`src/rtl/uart_arb_pkg.sv`:
```
// uart_arb_pkg: shared types, constants and helpers for the UART transmit arbiter
package uart_arb_pkg;
  localparam int BYTE_W = 8;
  typedef enum logic [2:0] {IDLE, LOAD, WAIT_LOW, WAIT_RDY, HOLD} state_e;
  function automatic int next_ptr(input int ptr, input int n);
    return (ptr >= n - 1) ? 0 : ptr + 1;
  endfunction
endpackage

```
`src/rtl/uart_rr_pick.sv`:
```
// uart_rr_pick: round-robin winner search starting at a rotating pointer
module uart_rr_pick #(
  parameter int N = 4,
  parameter int W = 2
) (
  input  logic [N-1:0] req_i,
  input  logic [W-1:0] ptr_i,
  output logic [W-1:0] winner_o,
  output logic         any_valid_o
);
  logic [W-1:0] idx;
  assign any_valid_o = |req_i;
  // scan downward from the farthest slot so the nearest valid slot to ptr wins last
  always_comb begin
    winner_o = '0;
    idx = '0;
    for (int k = N - 1; k >= 0; k--) begin
      idx = W'((int'(ptr_i) + k) % N);
      if (req_i[idx]) winner_o = idx;
    end
  end
endmodule

```
`src/rtl/uart_tx_arbiter.sv`:
```
// uart_tx_arbiter: packet-locked round-robin sharing of one UART transmitter
module uart_tx_arbiter
  import uart_arb_pkg::*;
#(
  parameter int NUM_REQ     = 4,
  parameter int ID_W        = 2,
  parameter int TIMEOUT_CYC = 4096
) (
  input  logic                      clk,
  input  logic                      reset,
  input  logic                      enable,
  input  logic [NUM_REQ-1:0]        req_valid,
  input  logic [NUM_REQ*BYTE_W-1:0] req_data,
  input  logic [NUM_REQ-1:0]        req_last,
  output logic [NUM_REQ-1:0]        req_ready,
  output logic [BYTE_W-1:0]         tx_data,
  output logic                      tx_load,
  input  logic                      txrdy,
  output logic [ID_W-1:0]           grant_id,
  output logic                      busy,
  output logic                      timeout_err
);
  localparam int CW = $clog2(TIMEOUT_CYC);
  state_e              state_q, state_d;
  logic [ID_W-1:0]     gid_q, gid_d, rr_q, rr_d, winner;
  logic [CW-1:0]       cnt_q, cnt_d;
  logic [BYTE_W-1:0]   data_q, data_d;
  logic                last_q, last_d, load_q, load_d, busy_q, busy_d, tout_q, tout_d;
  logic                any_valid;
  logic [BYTE_W-1:0]   bytes [NUM_REQ];
  logic [ID_W-1:0]     rr_next;
  for (genvar g = 0; g < NUM_REQ; g++) begin : g_unpack
    assign bytes[g] = req_data[g*BYTE_W +: BYTE_W];
  end
  uart_rr_pick #(.N(NUM_REQ), .W(ID_W)) u_pick (
    .req_i       (req_valid),
    .ptr_i       (rr_q),
    .winner_o    (winner),
    .any_valid_o (any_valid)
  );
  assign rr_next     = ID_W'(next_ptr(int'(gid_q), NUM_REQ));
  assign req_ready   = (state_q == LOAD) ? NUM_REQ'(1) << gid_q : '0;
  assign tx_data     = data_q;
  assign tx_load     = load_q;
  assign grant_id    = gid_q;
  assign busy        = busy_q;
  assign timeout_err = tout_q;
  // next-state: grant, byte capture, transmitter pacing and idle-timeout release
  always_comb begin
    state_d = state_q;
    gid_d   = gid_q;
    rr_d    = rr_q;
    cnt_d   = cnt_q;
    data_d  = data_q;
    last_d  = last_q;
    load_d  = 1'b0;
    tout_d  = 1'b0;
    case (state_q)
      IDLE: if (enable && txrdy && any_valid) begin
        gid_d   = winner;
        state_d = LOAD;
      end
      LOAD: begin
        data_d  = bytes[gid_q];
        last_d  = req_last[gid_q];
        load_d  = 1'b1;
        state_d = WAIT_LOW;
      end
      WAIT_LOW: if (!txrdy) state_d = WAIT_RDY;
      WAIT_RDY: if (txrdy) begin
        state_d = last_q ? IDLE : HOLD;
        rr_d    = last_q ? rr_next : rr_q;
        cnt_d   = '0;
      end
      HOLD: if (req_valid[gid_q]) state_d = LOAD;
      else if (cnt_q == CW'(TIMEOUT_CYC - 1)) begin
        tout_d  = 1'b1;
        state_d = IDLE;
        rr_d    = rr_next;
      end else cnt_d = cnt_q + 1'b1;
      default: state_d = IDLE;
    endcase
    busy_d = state_d != IDLE;
  end
  // state and registered outputs
  always_ff @(posedge clk) begin
    if (reset) begin
      state_q <= IDLE;
      gid_q   <= '0;
      rr_q    <= '0;
      cnt_q   <= '0;
      data_q  <= '0;
      last_q  <= 1'b0;
      load_q  <= 1'b0;
      busy_q  <= 1'b0;
      tout_q  <= 1'b0;
    end else begin
      state_q <= state_d;
      gid_q   <= gid_d;
      rr_q    <= rr_d;
      cnt_q   <= cnt_d;
      data_q  <= data_d;
      last_q  <= last_d;
      load_q  <= load_d;
      busy_q  <= busy_d;
      tout_q  <= tout_d;
    end
  end
endmodule

```
`config.mk`:
```
export PLATFORM = sky130hd
export DESIGN_NAME = uart_tx_arbiter
export DESIGN_NICKNAME = d
export VERILOG_FILES = /design/src/rtl/uart_arb_pkg.sv /design/src/rtl/uart_rr_pick.sv /design/src/rtl/uart_tx_arbiter.sv
export SDC_FILE = /design/constraint.sdc
export NUM_CORES = 1
export LEC_CHECK = 0
export ABC_AREA = 0
export CORE_MARGIN = 3
export CORE_UTILIZATION = 45
export CTS_CLUSTER_DIAMETER = 120
export DETAILED_ROUTE_END_ITERATION = 8
export PLACE_DENSITY = 0.89
export SYNTH_ARGS = -nofsm -noshare
export SYNTH_HDL_FRONTEND = slang
export SYNTH_SLANG_ARGS = --single-unit
export TNS_END_PERCENT = 100
```
`constraint.sdc`:
```
create_clock -name clk -period 2.2 [get_ports clk]
set_clock_uncertainty 0.2 [all_clocks]
set_input_delay 0.33 -clock clk [delete_from_list [all_inputs] [get_ports clk]]
set_output_delay 0.33 -clock clk [all_outputs]
set_load 0.005 [all_outputs]
```
; After elaboration in Yosys (flattened, before gate mapping)
; Cells that the tools add are included.
[classes]
reduce_logical = 10
n_bitwise = 2
mux = 39
shift = 1
n_eq_ne = 10
order_cmp = 7
addsub = 5
[ops]
columns = cell, n
row1 = 12-bit 2-to-1 mux, 3
row2 = 12-bit case mux with 2 select lines, 1
row3 = 2-bit 2-to-1 mux, 9
row4 = 3-bit 2-to-1 mux, 6
row5 = 8-bit binary-select mux with 2-bit select, 1
row6 = 8-bit 2-to-1 mux, 2
row7 = 2-bit by 3-bit less-than comparator with 1-bit output (second input constant), 5
row8 = 3-bit case mux with 5 select lines, 1
row9 = 12-bit by 1-bit adder with 12-bit output (second input constant), 1
row10 = 1-bit binary-select mux with 2-bit select, 6
row11 = 12-bit equality test (second input constant), 1
row12 = 2-bit != test (second input constant), 5
row13 = 1-bit 2-to-1 mux, 8
row14 = 3-bit by 2-bit equality test with 1-bit output (second input constant), 2
row15 = 5-bit AND reduction, 1
row16 = 2-bit by 1-bit adder with 2-bit output (second input constant), 2
row17 = 2-bit adder (second input constant), 2
row18 = 4-bit 2-to-1 mux, 1
row19 = 2-bit case mux with 2 select lines, 1
row20 = 4-bit AND reduction, 1
row21 = 4-bit OR reduction, 1
row22 = 1-bit by 2-bit << shifter with 4-bit output (first input constant), 1
row23 = 3-bit by 1-bit equality test with 1-bit output (second input constant), 1
row24 = 3-bit equality test (second input constant), 1
row25 = other kinds (10), 11
[totals]
register_bits = 31
wordCells = 83
inputBits = 44

; Longest topological paths before layout
; Gate-level depths: netlist of the first run.
[logic_depth]
depth_word = 7
depth_mapped = 7
ltp_nobuf = 6

; By module
; A second synthesis of the first run with hierarchy kept.
[unflattened]
cells_unflattened = 210
area_unflattened_um2 = 1873.0
[by_module_without_submodules]
columns = mod, n_inst, area_per_inst_um2, cells_each
row1 = uart_tx_arbiter, 1, 1795.5, 197
row2 = uart_rr_pick, 1, 77.6, 13

; Least setup slack after synthesis of the first run
; No wires, ideal clock.
[synth_timing]
path_type = reg2reg
from = reg gid_q[0] (netlist: grant_id[0])
to = reg cnt_q[5]
path_buffers = 0
stages_incl_launch_ff = 6
arrival_time_ps = 1571
synth_period_minus_slack_ps = 1903
setup_slack_ps = 297
path_cell_list = dfxtp_1 -> mux4_2 -> nor3_1 -> o221ai_1 -> o21ai_0 -> a21oi_1
[synth_via]
elab_chain_cells = 4
[synth_lines]
columns = element, line
row1 = "start, declared", uart_tx_arbiter.sv:25  ; logic [ID_W-1:0] gid_q, gid_d, rr_q, rr_d, winner;
row2 = "start signal, assigned", uart_tx_arbiter.sv:99  ; gid_q <= gid_d;
row3 = 1-bit binary-select mux with 2-bit select, uart_tx_arbiter.sv:75  ; HOLD: if (req_valid[gid_q]) state_d = LOAD;
row4 = 1-bit 2-to-1 mux (implied by the code), uart_tx_arbiter.sv:75
row5 = 2-bit != test (no source line), -
row6 = 4-bit AND reduction (no source line), -
row7 = "end signal, assigned", uart_tx_arbiter.sv:101  ; cnt_q <= cnt_d;
row8 = "end, declared", uart_tx_arbiter.sv:26  ; logic [CW-1:0] cnt_q, cnt_d;
; Every way passes these cells. The select of a mux whose other input is x is not followed.
; A chain may end at the register's enable or synchronous reset.

; Worst setup path in the final report of the first run
[layout_timing]
from = reg gid_q[0] (netlist: grant_id[0])
to = out req_ready[0]
[layout_via]
elab_chain_cells = 2
[layout_lines]
columns = element, line
row1 = 1-bit by 2-bit << shifter with 4-bit output, uart_tx_arbiter.sv:42  ; assign req_ready = (state_q == LOAD) ? NUM_REQ'(1) << gid_q : '0;
row2 = 4-bit 2-to-1 mux, uart_tx_arbiter.sv:42
row3 = "end, declared", uart_tx_arbiter.sv:15  ; output logic [NUM_REQ-1:0] req_ready,
; Every way passes these cells.

==> flow_metrics.env, run 1 <==
export IMPL_insertion_delay_ns=0.28
export IMPL_p_per_area_nw_per_um2=466
export IMPL_yosysWarnings=0
export IMPL_worst_slew_pin_slew_ns=0.446
export IMPL_seqCellArea_um2=627
export IMPL_fp_row_count=22
export IMPL_met3_usage=0.0673
export IMPL_hold_viol_final=0
export IMPL_core_area_um2=3720
export IMPL_grt_max_degree=14
export IMPL_synth_fp_nets=246
export IMPL_num_fill_cells=293
export IMPL_crit_fanout=6
export IMPL_setup_viol=0
export IMPL_areaGrowthSynthToFinish_pct=48.0
export IMPL_yosysTopAreaCell="dfxtp_1"
export IMPL_criticalPathCategory="flop to primary output"
export IMPL_max_slew_margin=0.699
export IMPL_hold_class="flop to flop"
export IMPL_grtUsageTotal=0.195
export IMPL_end_kind="primary output"
export IMPL_vias=1734
export IMPL_multi_input_area_um2=1080
export IMPL_ys_async_sr_fraction=0
export IMPL_synthFlopType="dfxtp_1"
export IMPL_grt_pass1_wl_mm=6.76
export IMPL_yosysMostFrequentCell="dfxtp_1"
export IMPL_grt_pass1_vias=1562
export IMPL_clock_sinks=31
export IMPL_slew_viol_final=0
export IMPL_clock_root_buffer="clkbuf_8"
export IMPL_yosys_top_cells_area="dfxtp_1 35%, mux4_2 12%, nand2_1 5.8%"
export IMPL_cp_start_kind="flop"
export IMPL_antenna_left=0
export IMPL_period_needed_ns=2.10
export IMPL_yosysUniqueCellTypes=39
export IMPL_start_util=0.472
export IMPL_drt_initial_drc_count=98
export IMPL_wire_per_inst_um=13.8
export IMPL_tritoncts="yes"
export IMPL_avgSynthCellArea_um2=8.90
export IMPL_slowest_delay_ns=0.50
export IMPL_synth_edf_count=0
export IMPL_antenna_found_initial=0
export IMPL_io_pins=61
export IMPL_crit_path_cell_trace="buf_12, inv_2, ha_1, and2_1, clkdlybuf4s50_1"
export IMPL_gp_congestion=0.867
export IMPL_dp_hpwl_mm=3.45
export IMPL_busiest_layer="met2"
export IMPL_setup_tns_ns=0
export IMPL_nets=319
export IMPL_clk_path_buf_depth=2
export IMPL_synth_area_um2=1750
export IMPL_drive_above_1_share=0.149
export IMPL_routed_via_density=5.47
export IMPL_gr_total_overflow=0
export IMPL_antenna_cells=0
export IMPL_synthCells=197
export IMPL_die_w_um=68.4
export IMPL_critPathSlowestCell="clkdlybuf4s50_1"
export IMPL_max_freq_mhz=476
export IMPL_grt_setup_unrepaired="no"
export IMPL_wl_mm=4.37
export IMPL_use_met2=0.340
export IMPL_die_area_um2=4680
export IMPL_critPathArrivalTime_ns=1.57
export IMPL_holdWs_ns=0.251
export IMPL_cap_viol_max_count=0
export IMPL_crit_required_ns=1.67
export IMPL_finish_utilization=0.698
export IMPL_firstDrtPassIters=4
export IMPL_ys_seq_area_frac=0.354
export IMPL_period_share=0.954
export IMPL_synth_seq_cells=31
export IMPL_drc_errors=0
export IMPL_ys_top_cells_by_count="31 x dfxtp_1, 27 x nand2_1, 17 x a21oi_1, 17 x nor2_1"
export IMPL_die_height_um=68.4
export IMPL_synth_top_area_frac=0.354
export IMPL_clk_pin_slew_worst_paths_ns=0.06
export IMPL_total_leakage_power_uw=0.000971
export IMPL_use_met1=0.221
export IMPL_numCtsBuffers=5
export IMPL_max_vdd_ir_drop_mv=0.376
export IMPL_cts_htree_levels=2
export IMPL_portBuffers=60
export IMPL_status="finished clean"
## cell type report
class                   count  area share
flip-flops and latches     31       0.242
multi-input cells         150       0.415
inverters                   6     0.00868
repair buffers             76       0.284
well taps                  48      0.0232
clock buffers               6      0.0280
## through the flow
stage / total power [µW] / std cells / area (µm²) / setup WS [ns]
2_1_floorplan: 680 / 197 / 1750 / 0.297
3_3_place_gp: 810 / 309 / 2480 / -0.0621
3_5_place_dp: 815 / 309 / 2480 / -0.128
4_1_cts: 1210 / 315 / 2560 / 0.00954
5_1_grt: 1270 / 317 / 2590 / 0.0256
6_report: 1210 / 317 / 2590 / 0.101
## repair_timing
action,CTS,global route
hold buffers,0,0
pin swaps,0,1
cloned,0,0
setup endpoints to repair,4,4
setup buffers,0,2
resized for setup,3,7
## report_power, final
part	internal, µW	switching [µW]
clock	210	190
sequential	576	13.2
combinational	143	76.2
total	930	279
## critical path: cells and delay by family, from the launching register on
kind                       cells  cell delay, ns
and+or+nand+nor                1            0.12
DFF                            1            0.37
buffers and inverters          3            0.68
adders and majority gates      1            0.13
## kinds of logic after synthesis
group / synth area share
AO/OA/AOI/OAI: 0.104
XOR/XNOR: 0.0450
adder cells (fa/ha/maj): 0.0357
buffers and inverters: 0.0407
flip-flops: 0.354
multiplexers: 0.148
AND/OR/NAND/NOR: 0.273
## layer usage
layer,vias up,routed length (µm)
met2,61,2260
met4,0,83
met3,12,285
met1,808,1740
li1,853,-
met5,-,0
## sequential cells by signal (all words and copies together) (netlist names)
| register | cells |
|---|---|
| tx_load | 1 |
| busy | 1 |
| tx_data | 8 |
| cnt_q | 12 |
| rr_q | 2 |
| grant_id | 2 |
| state_q | 3 |
| timeout_err | 1 |
| last_q | 1 |
## placed cells by master, fill, tap and decap left out, drive strengths merged
cell type,instances
or4b,1
a211o,1
a21oi,17
a31oi,1
or2,1
dfxtp,31
o311ai,1
and4,1
o221ai,1
buf,16
nor3b,1
nor3,3
nand4b,1
a21boi,1
and3,5
nor2,19
nand3,6
and2,9
o21a,1
o2111ai,1
clkbuf,6
o21ai,3
mux2i,3
ha,5
o31ai,2
xor2,9
o211a,1
mux4,10
and3b,1
inv,6
nand4,7
nor4,4
clkdlybuf4s50,59
dlymetal6s2s,1
nand2,27
or3b,1
nand2b,6
## final timing paths
kind	depth (start not counted)	startpoint	slack, ns	to
hold / removal	2	tx_data[2]	0.25	tx_data[2]
hold reg to reg	2	tx_data[2]	0.25	tx_data[2]
setup / recovery	5	grant_id[0]	0.10	req_ready[0]
setup reg to reg	6	cnt_q[0]	0.24	rr_q[1]
(Power assumes the default switching activity.)
==> run 2: changes to the inputs <==
--- a/config.mk
+++ b/config.mk
@@ -7,10 +7,10 @@
 export LEC_CHECK = 0
 export ABC_AREA = 0
 export CORE_MARGIN = 3
-export CORE_UTILIZATION = 45
+export CORE_UTILIZATION = 34
 export CTS_CLUSTER_DIAMETER = 120
 export DETAILED_ROUTE_END_ITERATION = 8
-export PLACE_DENSITY = 0.89
+export PLACE_DENSITY = 0.72
 export SYNTH_ARGS = -nofsm -noshare
 export SYNTH_HDL_FRONTEND = slang
 export SYNTH_SLANG_ARGS = --single-unit
==> flow_metrics.env, run 2 (same netlist as run 1, synthesis figures left out) <==
export IMPL_hold_viol_final=0
export IMPL_final_cell_mix="58 x clkdlybuf4s50_1, 27 x nand2_1, 27 x dfxtp_1"
export IMPL_reg2reg_slack_ns=0.20
export IMPL_crit_required_ns=1.67
export IMPL_grt_pass1_wl_mm=7.46
export IMPL_max_slew_margin=0.726
export IMPL_max_freq_mhz=471
export IMPL_fp_row_count=25
export IMPL_firstDrtPassIters=4
export IMPL_wire_per_inst_um=12.7
export IMPL_die_w_um=77.8
export IMPL_crit_path_cell_trace="nand2b_4, nor2_4, and2_1, clkdlybuf4s50_1"
export IMPL_final_common_cell="clkdlybuf4s50_1"
export IMPL_drt_initial_drc_count=44
export IMPL_cts_htree_levels=2
export IMPL_end_kind="primary output"
export IMPL_portBuffers=60
export IMPL_critPathArrivalTime_ns=1.59
export IMPL_core_area_um2=4850
export IMPL_period_share=0.965
export IMPL_slowest_delay_ns=0.50
export IMPL_reg2reg_depth=6
export IMPL_grt_max_degree=12
export IMPL_cap_viol_max_count=0
export IMPL_insertion_delay_ns=0.29
export IMPL_gr_total_overflow=0
export IMPL_hold_path_end="tx_data[1]"
export IMPL_total_leakage_power_uw=0.00104
export IMPL_clk_pin_slew_worst_paths_ns=0.07
export IMPL_numCtsBuffers=5
export IMPL_io_pins=61
export IMPL_grt_pass1_vias=1635
export IMPL_dp_hpwl_mm=3.41
export IMPL_clk_path_buf_depth=2
export IMPL_die_height_um=77.8
export IMPL_p_per_area_nw_per_um2=516
export IMPL_antenna_left=0
export IMPL_antenna_cells=0
export IMPL_drive_above_1_share=0.174
export IMPL_worstSetupStartpoint="state_q[2]"
export IMPL_nets=324
export IMPL_dp_worst_setup_slack_ns=-0.125
export IMPL_design_area_um2=2700
export IMPL_period_needed_ns=2.12
export IMPL_routed_via_density=4.99
export IMPL_wl_mm=4.37
export IMPL_start_util=0.362
export IMPL_worst_slew_pin_slew_ns=0.406
export IMPL_worst_slack_ns=0.0771
export IMPL_cp_start_kind="flop"
export IMPL_clock_root_buffer="clkbuf_8"
export IMPL_grtUsageTotal=0.154
export IMPL_antenna_found_initial=0
export IMPL_tritoncts="yes"
export IMPL_setup_viol=0
export IMPL_top_register="cnt_q"
export IMPL_whs_path_depth=2
export IMPL_drc_errors=0
export IMPL_worstHoldStart="tx_data[1]"
export IMPL_place_area_um2=2520
export IMPL_gp_congestion=0.883
export IMPL_critPathSlowestCell="clkdlybuf4s50_1"
export IMPL_die_area_um2=6050
export IMPL_vias=1710
export IMPL_max_vdd_ir_drop_mv=0.252
export IMPL_slew_viol_final=0
export IMPL_r2r_start="cnt_q[0]"
export IMPL_status="finished clean"
export IMPL_r2r_end="rr_q[1]"
export IMPL_hold_class="flop to flop"
export IMPL_finish_utilization=0.556
export IMPL_clock_sinks=31
export IMPL_ctsHoldBuffers=0
export IMPL_grt_setup_unrepaired="no"
export IMPL_power_uw=1390
export IMPL_criticalPathCategory="flop to primary output"
export IMPL_areaGrowthSynthToFinish_pct=53.9
export IMPL_holdWs_ns=0.253
export IMPL_crit_fanout=7
export IMPL_largest_register_ffs=12
## run 2: cell count changes in the layout (fill, tap and decap cells not counted), sizes merged
cell	change
buf	+5
bufinv	+1
clkdlybuf4s50	-1
clkinv	+1
dlymetal6s2s	+1
## run 2: per-stage QoR
step                cells  setup TNS (ns)
detailed placement    331           -1.31
global placement      331          -0.825
CTS                   343               0
global route          343               0
finish                343               0
floorplan             197               0
## run 2: layer usage
| metal | track usage | vias up | wire, µm |
|---|---|---|---|
| met1 | 0.181 | 803 | 1810 |
| met4 | 0.0427 | 0 | 51 |
| li1 | - | 861 | - |
| met2 | 0.265 | 41 | 2270 |
| met5 | 0 | - | 0 |
| met3 | 0.0522 | 5 | 234 |
## run 2: final cells by class
| class | instances | area, µm² |
|---|---|---|
| clock buffer | 6 | 82.6 |
| clock inverter | 2 | 35.0 |
| fill | 447 | 2150 |
| inverter | 6 | 22.5 |
| multi-input combinational | 150 | 1080 |
| sequential | 31 | 631 |
| tap | 67 | 83.8 |
| timing repair buffer | 81 | 767 |
## run 2: how the worst max path moves through the flow
stage / endpoint / slack, ns / cells past startpoint
floorplan: cnt_q[5] / 0.30 / 5
CTS: req_ready[3] / 0.01 / 4
detailed placement: cnt_q[5] / -0.12 / 6
finish: req_ready[3] / 0.08 / 4
global route: req_ready[3] / 0.003 / 4
global placement: cnt_q[9] / -0.08 / 7
## run 2: power breakdown
part           leakage (µW)  switching (µW)  internal, µW
clock             0.0000612             214           366
combinational      0.000722            76.5           148
sequential         0.000253            12.8           575
total               0.00104             303          1090
## run 2: what timing repair did
| item | in CTS | in global routing |
|---|---|---|
| gates resized for setup | 6 | 6 |
| setup buffers | 4 | 0 |
| pin swaps | 1 | 1 |
| cloned | 0 | 0 |
| setup endpoints to repair | 4 | 4 |
## run 2: critical path, delay by kind of cell (launching register included)
kind | cells | cell delay [ns]
DFF | 1 | 0.35
and+or+nand+nor | 3 | 0.45
buffers and inverters | 1 | 0.50
==> run 3: changes to the inputs <==
--- a/config.mk
+++ b/config.mk
@@ -14,4 +14,4 @@
 export SYNTH_ARGS = -nofsm -noshare
 export SYNTH_HDL_FRONTEND = slang
 export SYNTH_SLANG_ARGS = --single-unit
-export TNS_END_PERCENT = 100
+export TNS_END_PERCENT = 30
==> flow_metrics.env, run 3 (same netlist as run 1, synthesis figures left out) <==
export IMPL_drc_errors=0
export IMPL_antenna_cells=0
export IMPL_max_freq_mhz=476
export IMPL_die_area_um2=6050
export IMPL_crit_path_cell_trace="nand2b_4, nor2_4, and2_1, clkdlybuf4s50_1"
export IMPL_largest_register_ffs=12
export IMPL_core_area_um2=4850
export IMPL_routed_via_density=4.99
export IMPL_firstDrtPassIters=4
export IMPL_grt_max_degree=12
export IMPL_worst_slew_pin_slew_ns=0.407
export IMPL_die_height_um=77.8
export IMPL_setup_tns_ns=0
export IMPL_end_kind="primary output"
export IMPL_fp_row_count=25
export IMPL_clk_pin_slew_worst_paths_ns=0.07
export IMPL_clk_path_buf_depth=2
export IMPL_place_area_um2=2520
export IMPL_crit_required_ns=1.67
export IMPL_clock_sinks=31
export IMPL_holdWs_ns=0.253
export IMPL_crit_fanout=7
export IMPL_dp_hpwl_mm=3.41
export IMPL_top_register="cnt_q"
export IMPL_grt_pass1_vias=1637
export IMPL_wire_per_inst_um=12.7
export IMPL_status="finished clean"
export IMPL_portBuffers=60
export IMPL_die_w_um=77.8
export IMPL_hold_viol_final=0
export IMPL_grtUsageTotal=0.154
export IMPL_hold_class="flop to flop"
export IMPL_slew_viol_final=0
export IMPL_final_cell_mix="57 x clkdlybuf4s50_1, 27 x nand2_1, 27 x dfxtp_1"
export IMPL_start_util=0.362
export IMPL_finish_utilization=0.555
export IMPL_total_leakage_power_uw=0.00105
export IMPL_gr_total_overflow=0
export IMPL_max_slew_margin=0.726
export IMPL_cap_viol_max_count=0
export IMPL_cp_start_kind="flop"
export IMPL_tritoncts="yes"
export IMPL_max_vdd_ir_drop_mv=0.252
export IMPL_grt_setup_unrepaired="no"
export IMPL_final_common_cell="clkdlybuf4s50_1"
export IMPL_period_needed_ns=2.10
export IMPL_slowest_delay_ns=0.50
export IMPL_critPathArrivalTime_ns=1.57
export IMPL_grt_pass1_wl_mm=7.46
export IMPL_vias=1700
export IMPL_period_share=0.956
export IMPL_design_area_um2=2690
export IMPL_setup_viol=0
export IMPL_critPathSlowestCell="clkdlybuf4s50_1"
export IMPL_insertion_delay_ns=0.29
export IMPL_drt_initial_drc_count=47
export IMPL_antenna_found_initial=0
export IMPL_wl_mm=4.34
export IMPL_io_pins=61
export IMPL_criticalPathCategory="flop to primary output"
export IMPL_drive_above_1_share=0.168
export IMPL_cts_htree_levels=2
export IMPL_areaGrowthSynthToFinish_pct=53.4
export IMPL_clock_root_buffer="clkbuf_8"
export IMPL_nets=322
export IMPL_p_per_area_nw_per_um2=517
export IMPL_numCtsBuffers=5
export IMPL_gp_congestion=0.883
export IMPL_antenna_left=0
## run 3: path summary, 6_finish.rpt
check / from / slack [ns] / endpoint / depth (start not counted)
min reg2reg: tx_data[1] / 0.25 / tx_data[1] / 2
max: state_q[2] / 0.1 / req_ready[1] / 4
max reg2reg: cnt_q[0] / 0.21 / rr_q[1] / 6
min: tx_data[1] / 0.25 / tx_data[1] / 2
## run 3: critical path, delay by kind of cell (launching register included)
family	cells	cell delay [ns]
buffers and inverters	1	0.50
DFF	1	0.35
and+or+nand+nor	3	0.43
## run 3: layout make-up
cell class | instances | area (µm²)
Fill cell | 445 | 2160
Multi-Input combinational cell | 150 | 1080
Timing Repair Buffer | 79 | 758
Sequential cell | 31 | 631
Tap cell | 67 | 83.8
Clock buffer | 6 | 82.6
Clock inverter | 2 | 35.0
Inverter | 6 | 22.5
## run 3: where the power goes
group          switching [µW]  internal, µW
Sequential               13.1           575
Combinational            76.1           147
Clock                     214           366
Total                     303          1090
## run 3: routing by layer
| metal | track usage | wire [µm] |
|---|---|---|
| met1 | 0.180 | 1790 |
| met2 | 0.262 | 2250 |
| met3 | 0.0534 | 252 |
| met4 | 0.0463 | 51 |
| met5 | 0 | 0 |
## run 3: timing repair
action	in CTS	in global routing
endpoints found under the setup margin	4	4
hold buffers	0	0
gates resized for setup	7	7
pin swaps	1	1
setup buffers	2	0
## run 3: stage by stage
stage          total power (µW)  worst slack (ns)  std cells
3_3_place_gp                815           -0.0761        331
6_report                   1390            0.0973        341
3_5_place_dp                818            -0.125        331
5_1_grt                    1460            0.0144        341
2_1_floorplan               680             0.297        197
4_1_cts                    1400            0.0144        341
